**config.mk**
```make
export PLATFORM = sky130hd
export DESIGN_NAME = jump_ctrl
export DESIGN_NICKNAME = d
export VERILOG_FILES = /design/src/rtl/jump_pkg.sv /design/src/rtl/press_sync.sv /design/src/rtl/jump_ctrl.sv
export SDC_FILE = /design/constraint.sdc
export NUM_CORES = 1
export LEC_CHECK = 0
export CORE_ASPECT_RATIO = 1.75
export CORE_MARGIN = 8
export CORE_UTILIZATION = 55
export DETAILED_ROUTE_END_ITERATION = 7
export PLACE_DENSITY = 0.8
export SLEW_MARGIN = 20
export SYNTH_ARGS = -nofsm -noshare
export SYNTH_HDL_FRONTEND = slang
export SYNTH_SLANG_ARGS = --single-unit
```
**constraint.sdc**
```tcl
create_clock -name clk -period 8.9 [get_ports clk]
set_input_delay 1.78 -clock clk [delete_from_list [all_inputs] [get_ports clk]]
set_output_delay 1.78 -clock clk [all_outputs]
set_load 0.05 [all_outputs]
```
**src/rtl/jump_pkg.sv**
```systemverilog
// Shared definitions for the jump stage of the game datapath.
// Holds the jump FSM state type, the landing result codes, the
// screen limit and the man/stage coordinate width.
package jump_pkg;

  localparam int COORD_W = 10;

  // Rightmost pixel the man may occupy on screen.
  localparam logic [COORD_W-1:0] X_MAX = 10'd639;

  typedef enum logic [2:0] {
    IDLE   = 3'd0,
    CHARGE = 3'd1,
    FLIGHT = 3'd2,
    JUDGE  = 3'd3,
    DONE   = 3'd4
  } state_e;

  typedef enum logic [1:0] {
    RES_NONE = 2'b00,
    RES_STAY = 2'b01,
    RES_ADV  = 2'b10,
    RES_FALL = 2'b11
  } result_e;

endpackage

```
**src/rtl/press_sync.sv**
```systemverilog
// Button synchronizer for the jump stage.
// Brings the raw, asynchronous button level into the clk domain with two
// flops and produces one-clk rise/fall pulses from the synchronized level.
// Ports:
//   clk, rst_n          clock, asynchronous active-low reset
//   press               raw button level (asynchronous)
//   press_rise/_fall    one-clk pulses on synchronized press/release
module press_sync (
  input  logic clk,
  input  logic rst_n,
  input  logic press,
  output logic press_rise,
  output logic press_fall
);

  logic sync1_q;
  logic sync2_q;
  logic prev_q;

  // Two metastability flops followed by one history flop for edge detection.
  always_ff @(posedge clk or negedge rst_n) begin
    if (!rst_n) begin
      sync1_q <= 1'b0;
      sync2_q <= 1'b0;
      prev_q  <= 1'b0;
    end else begin
      sync1_q <= press;
      sync2_q <= sync1_q;
      prev_q  <= sync2_q;
    end
  end

  assign press_rise = sync2_q & ~prev_q;
  assign press_fall = ~sync2_q & prev_q;

endmodule

```
**src/rtl/jump_ctrl.sv**
```systemverilog
// Jump stage: turns a button hold into a charge, flies the man along an
// integer parabola one step per animation pulse, then judges the landing
// against the current and next stage centres.
// Ports:
//   clk, rst_n      clock, asynchronous active-low reset
//   pulse           one-clk animation tick
//   enable          jump phase granted by the top FSM; low forces IDLE
//   press           raw button level (asynchronous)
//   man_x_in        man x position, tracked while IDLE
//   stage_x[0:1]    centre x of current (0) and next (1) stage
//   man_x, man_y    man position (man_y is height above stage top)
//   charge          charge value for the power bar
//   jump_fin        high in DONE until enable drops
//   result          landing result (none / stay / advance / fall)
module jump_ctrl
  import jump_pkg::*;
#(
  parameter int MAX_CHARGE   = 40,
  parameter int X_STEP       = 2,
  parameter int STAGE_HALF_W = 20
) (
  input  logic               clk,
  input  logic               rst_n,
  input  logic               pulse,
  input  logic               enable,
  input  logic               press,
  input  logic [COORD_W-1:0] man_x_in,
  input  logic [COORD_W-1:0] stage_x [0:1],
  output logic [COORD_W-1:0] man_x,
  output logic [COORD_W-1:0] man_y,
  output logic [5:0]         charge,
  output logic               jump_fin,
  output logic [1:0]         result
);

  state_e              state_q, state_d;
  logic [COORD_W-1:0]  man_x_q, man_x_d;
  logic [COORD_W-1:0]  man_y_q, man_y_d;
  logic [5:0]          charge_q, charge_d;
  logic [5:0]          cnt_q, cnt_d;
  logic signed [7:0]   vy_q, vy_d;
  logic [1:0]          result_q, result_d;

  logic                press_rise;
  logic                press_fall;

  press_sync u_press_sync (
    .clk        (clk),
    .rst_n      (rst_n),
    .press      (press),
    .press_rise (press_rise),
    .press_fall (press_fall)
  );

  // Horizontal step with clamp at the right screen edge.
  logic [COORD_W:0]    x_sum;
  logic [COORD_W-1:0]  x_next;
  assign x_sum  = {1'b0, man_x_q} + (COORD_W+1)'(X_STEP);
  assign x_next = (x_sum > {1'b0, X_MAX}) ? X_MAX : x_sum[COORD_W-1:0];

  // The velocity sequence never drives the height negative, so a 10-bit
  // wrapping add gives the same result as the truncated 11-bit signed sum.
  logic [COORD_W-1:0]  y_next;
  assign y_next = man_y_q + {{2{vy_q[7]}}, vy_q};

  // Signed 11-bit landing offsets; bit 10 is the sign.
  logic [COORD_W:0]    d0, d1, abs_d0, abs_d1;
  assign d0     = {1'b0, man_x_q} - {1'b0, stage_x[0]};
  assign d1     = {1'b0, man_x_q} - {1'b0, stage_x[1]};
  assign abs_d0 = d0[COORD_W] ? (~d0 + 1'b1) : d0;
  assign abs_d1 = d1[COORD_W] ? (~d1 + 1'b1) : d1;

  always_comb begin
    state_d  = state_q;
    man_x_d  = man_x_q;
    man_y_d  = man_y_q;
    charge_d = charge_q;
    cnt_d    = cnt_q;
    vy_d     = vy_q;
    result_d = result_q;

    case (state_q)
      IDLE: begin
        man_x_d  = man_x_in;
        man_y_d  = '0;
        charge_d = '0;
        cnt_d    = '0;
        vy_d     = '0;
        result_d = RES_NONE;
        if (press_rise) state_d = CHARGE;
      end
      CHARGE: begin
        // Release takes precedence over a coincident pulse.
        if (press_fall) begin
          state_d = FLIGHT;
          cnt_d   = charge_q;
          vy_d    = $signed({2'b00, charge_q}) - 8'sd1;
        end else if (pulse && (charge_q < 6'(MAX_CHARGE))) begin
          charge_d = charge_q + 6'd1;
        end
      end
      FLIGHT: begin
        if (cnt_q == '0) begin
          state_d = JUDGE;
        end else if (pulse) begin
          man_y_d = y_next;
          vy_d    = vy_q - 8'sd2;
          man_x_d = x_next;
          cnt_d   = cnt_q - 6'd1;
        end
      end
      JUDGE: begin
        // Next stage wins when both stage tops overlap the landing point.
        if (abs_d1 <= (COORD_W+1)'(STAGE_HALF_W))      result_d = RES_ADV;
        else if (abs_d0 <= (COORD_W+1)'(STAGE_HALF_W)) result_d = RES_STAY;
        else                                           result_d = RES_FALL;
        state_d = DONE;
      end
      DONE: begin
      end
      default: state_d = IDLE;
    endcase

    if (!enable) begin
      state_d  = IDLE;
      man_x_d  = man_x_in;
      man_y_d  = '0;
      charge_d = '0;
      cnt_d    = '0;
      vy_d     = '0;
      result_d = RES_NONE;
    end
  end

  always_ff @(posedge clk or negedge rst_n) begin
    if (!rst_n) begin
      state_q  <= IDLE;
      man_x_q  <= '0;
      man_y_q  <= '0;
      charge_q <= '0;
      cnt_q    <= '0;
      vy_q     <= '0;
      result_q <= RES_NONE;
    end else begin
      state_q  <= state_d;
      man_x_q  <= man_x_d;
      man_y_q  <= man_y_d;
      charge_q <= charge_d;
      cnt_q    <= cnt_d;
      vy_q     <= vy_d;
      result_q <= result_d;
    end
  end

  assign man_x    = man_x_q;
  assign man_y    = man_y_q;
  assign charge   = charge_q;
  assign result   = result_q;
  assign jump_fin = (state_q == DONE);

endmodule

```
==> flow_metrics.tcl <==
set metrics [dict create \
    outcome "completed" \
    floorplan.io_pins 64 \
    die_width_um 84.3 \
    numPortBuffers 63 \
    ant_nets 0 \
    cts_inserted_buffers 5 \
    clk_latency_ns 0.29 \
    cts.repair.resized 0 \
    synth_edf_count 0 \
    synth.yosys.warnings 0 \
    worst_setup_path_start_kind "primary input" \
    synth_seq_area_share_pct 26.7 \
    drc 0 \
    antenna_found_initial 0 \
    slowest_stage "sky130_fd_sc_hd__a211oi_1" \
    critPathRequiredTime_ns 9.07 \
    insertedDiodeCount 0 \
    critPathMaxFanout 6 \
    route.vias.total 4460 \
    timing_worst_slew_pin_value_ns 0.863 \
    place_inst 707 \
    postSynth.asyncResetShare_pct 100 \
    static-leakage-power_nw 2.26 \
    critPathArrivalTime_ns 5.14 \
    routed_wire_length_per_instance_um 17.5 \
    drt_iter0_markers 247 \
    maximum_number_of_pins_on_one_net_before_global_route_repair 49 \
    net_count_final 697 \
    layout.area.seq_mm2 0.00120 \
    fp-row-count 43 \
    post_drt_via_cell_ratio 6.25 \
    post-route-min-period_ns 4.96 \
    ctsHtreeMaxLevel 2 \
    path_class "primary input to flip-flop" \
    ir_drop_uv 122 \
    tritoncts "done" \
    cts-hold-fix-buffers 0 \
    synth_cell_type_count 77 \
    power-per-cell-area_mw_per_mm2 142 \
    share_of_the_clock_period_used_by_the_worst_path_pct 55.8 \
    regToRegSetupSlack_ns 5.31 \
    groute.usage.overall_pct 22.1 \
    crit_path_max_incr_delay_ns 0.61 \
    post-cts-setup-buffer-count 0 \
    maxSlewHeadroom_pct 42.3 \
    globalplace.congestion 0.926 \
    post_synth_instance_area_mm2 0.00449 \
    final_count_of_negative_setup_slack_endpoints 0 \
    final_cell_count_no_fill 714 \
    timing.setup.tns_ns 0 \
    post_detailed_routing_wire_length_um 12500 \
    critPathBufInv 2 \
    holdCritPathClass "flip-flop to flip-flop" \
    effective_utilization_at_floorplan_pct 56.8 \
    grt_remaining_overflow 0 \
    post-dp-hpwl_um 9710 \
    finClkSkew_ns 0.00298 \
    final-hold-violation-count 0 \
    max_cap_viol_count 0 \
    numClockSinks 48 \
    area_of_the_multi_input_gates_mm2 0.00302 \
    grt_setup_unrepaired "false" \
    mappedNetlistNets 648 \
    cts.reportedPaths.clkPinSlew_ns 0.06 \
    worst_setup_path_end_kind "flip-flop" \
    grt_first_pass_wirelength_um 21100 \
    fraction_of_layout_instances_using_a_drive_strength_above_1_pct 3.85 \
    die_area_mm2 0.0114 \
    cts-root-to-sink-buffers 2 \
    ys_ff_latch 48 \
    core_area_mm2 0.00791 \
    mean_post_synth_cell_area_um2 7.81 \
    dr.pass1.iters 7 \
    flow.area_growth_from_synthesis_pct 17.4 \
    nFillCells 693 \
    fmax_mhz 201 \
    synth_flop_cell "sky130_fd_sc_hd__dfrtp_1" \
    worst_path_dominant_cell_family "compound AO/OA/AOI/OAI gates" \
    clockRootBuffer "sky130_fd_sc_hd__clkbuf_16" \
    die_height_um 136 \
    post_synth_inst_count 575 \
    slew_violations 0 \
    first_global_vias 4591 \
    critical_path.cell_chain "clkdlybuf4s50_1, ha_1, inv_1, fa_1, a21o_2, nand4_1, a311oi_1, a211oi_1, mux2_2, a41o_1, o311a_1" \
]
==> kinds of logic after synthesis <==
kind of cell	Yosys count	synth area share [%]
XOR/XNOR	31	6.05
adder cells (fa/ha/maj)	38	11.1
AO/OA/AOI/OAI	190	27.0
multiplexers	5	1.14
buffers and inverters	67	6.19
AND/OR/NAND/NOR	196	21.8
flip-flops	48	26.7
==> flip-flops by register name (all words and copies together) (netlist names) <==
signal / flops
u_press_sync.prev_q: 1
state_q: 3
charge: 6
vy_q: 8
cnt_q: 6
result: 2
u_press_sync.sync2_q: 1
man_x: 10
u_press_sync.sync1_q: 1
man_y: 10
==> per-stage QoR <==
step / util [%] / instance area [um2] / total power (W) / worst slack, ns / hold WS [ns]
2_1_floorplan: - / 4490 / 0.000489 / 4.52 / 0.331
3_3_place_gp: 64.9 / 5130 / 0.000561 / 3.77 / 0.333
3_5_place_dp: 64.9 / 5130 / 0.000570 / 3.66 / 0.337
4_1_cts: 66.6 / 5270 / 0.000751 / 3.96 / 0.351
5_1_grt: 66.7 / 5270 / 0.000798 / 3.73 / 0.371
6_report: 66.7 / 5270 / 0.000751 / 3.94 / 0.349
==> synthesized netlist by cell type, types with 4 or more instances <==
cell type                  number  area [um2]
sky130_fd_sc_hd__and3_1         6        37.5
sky130_fd_sc_hd__xor2_1        10        87.6
sky130_fd_sc_hd__nor2b_1        6        37.5
sky130_fd_sc_hd__nand2b_1       9        56.3
sky130_fd_sc_hd__o21bai_1       5        37.5
sky130_fd_sc_hd__o21ai_0       49         245
sky130_fd_sc_hd__o22a_1         4        35.0
sky130_fd_sc_hd__mux2i_1        4        40.0
sky130_fd_sc_hd__a31oi_1       16         100
sky130_fd_sc_hd__xnor2_1       21         184
sky130_fd_sc_hd__nor3_1        15        75.1
sky130_fd_sc_hd__ha_1          35         438
sky130_fd_sc_hd__clkbuf_1      18        67.6
sky130_fd_sc_hd__inv_1         44         165
sky130_fd_sc_hd__nor4_1         4        25.0
sky130_fd_sc_hd__nand2_1       57         214
sky130_fd_sc_hd__dfrtp_1       48        1200
sky130_fd_sc_hd__a21o_1         4        30.0
sky130_fd_sc_hd__o31ai_1       10        75.1
sky130_fd_sc_hd__nand3_1       14        70.1
sky130_fd_sc_hd__o21a_1         4        30.0
sky130_fd_sc_hd__o22ai_1        7        43.8
sky130_fd_sc_hd__a211oi_1       5        37.5
sky130_fd_sc_hd__a21oi_1       46         230
sky130_fd_sc_hd__nor2_1        53         199
==> final cells by class <==
| class | instances | area share (%) |
|---|---|---|
| clock buffers | 6 | 2.44 |
| clock inverters | 1 | 0.0949 |
| inverters | 44 | 3.13 |
| multi-input cells | 460 | 57.2 |
| flip-flops and latches | 48 | 22.8 |
| well taps | 90 | 2.14 |
| repair buffers | 65 | 12.2 |
==> per-layer routing <==
| metal | vias up | global-route usage [%] | part of all wire [%] | wire length, um |
|---|---|---|---|---|
| met5 | - | 0 | 0 | 0 |
| met4 | 0 | 12.2 | 4.2 | 525 |
| met3 | 38 | 3.19 | 4.4 | 548 |
| met2 | 151 | 41.0 | 53 | 6690 |
| met1 | 2075 | 22.8 | 38 | 4750 |
| li1 | 2196 | - | - | - |
==> worst paths after layout <==
| check | startpoint | endpoint | cells after the start |
|---|---|---|---|
| hold reg to reg | u_press_sync.sync1_q | u_press_sync.sync2_q | 0 |
| min in group asynchronous | rst_n | man_y[3] | 1 |
| hold / removal | u_press_sync.sync1_q | u_press_sync.sync2_q | 0 |
| setup / recovery | stage_x[0] | result[1] | 11 |
| setup reg to reg | man_x[0] | result[1] | 12 |
| max in group asynchronous | rst_n | state_q[1] | 1 |
==> worst register-to-register path: stages (launching register included) <==
cell and delay [ns]:
sky130_fd_sc_hd__dfrtp_1 0.42, sky130_fd_sc_hd__inv_1 0.16, sky130_fd_sc_hd__ha_1 0.20, sky130_fd_sc_hd__inv_1 0.05, sky130_fd_sc_hd__fa_1 0.45, sky130_fd_sc_hd__a211oi_1 0.32, sky130_fd_sc_hd__o21bai_1 0.15, sky130_fd_sc_hd__a211o_1 0.32
sky130_fd_sc_hd__a21oi_1 0.24, sky130_fd_sc_hd__o21ai_1 0.23, sky130_fd_sc_hd__a2111oi_0 0.44, sky130_fd_sc_hd__o32ai_1 0.15, sky130_fd_sc_hd__o311a_1 0.34
==> where the power goes <==
group,internal [W],total (W),leakage [nW],switching [W]
registers,0.000228,0.000251,0.636,0.0000226
clock network,0.000102,0.000180,0.0667,0.0000773
logic,0.000133,0.000321,1.56,0.000188
==> cell usage in the layout, fill, tap and decap left out, types with 4 or more instances in the layout <==
cell type / n
sky130_fd_sc_hd__o31ai_1: 10
sky130_fd_sc_hd__nor2b_1: 6
sky130_fd_sc_hd__o21ai_0: 49
sky130_fd_sc_hd__o22a_1: 4
sky130_fd_sc_hd__a31oi_1: 16
sky130_fd_sc_hd__xor2_1: 10
sky130_fd_sc_hd__a211oi_1: 5
sky130_fd_sc_hd__clkbuf_16: 5
sky130_fd_sc_hd__nor3_1: 15
sky130_fd_sc_hd__a21o_1: 4
sky130_fd_sc_hd__nand2_1: 57
sky130_fd_sc_hd__and3_1: 6
sky130_fd_sc_hd__dfrtp_1: 48
sky130_fd_sc_hd__o21a_1: 4
sky130_fd_sc_hd__nand3_1: 14
sky130_fd_sc_hd__clkdlybuf4s50_1: 62
sky130_fd_sc_hd__o22ai_1: 7
sky130_fd_sc_hd__inv_1: 44
sky130_fd_sc_hd__o21bai_1: 5
sky130_fd_sc_hd__mux2i_1: 4
sky130_fd_sc_hd__ha_1: 35
sky130_fd_sc_hd__nand2b_1: 9
sky130_fd_sc_hd__a21oi_1: 46
sky130_fd_sc_hd__nor2_1: 53
sky130_fd_sc_hd__nor4_1: 4
sky130_fd_sc_hd__xnor2_1: 21
No activity file was read; power rests on OpenSTA's default activity.
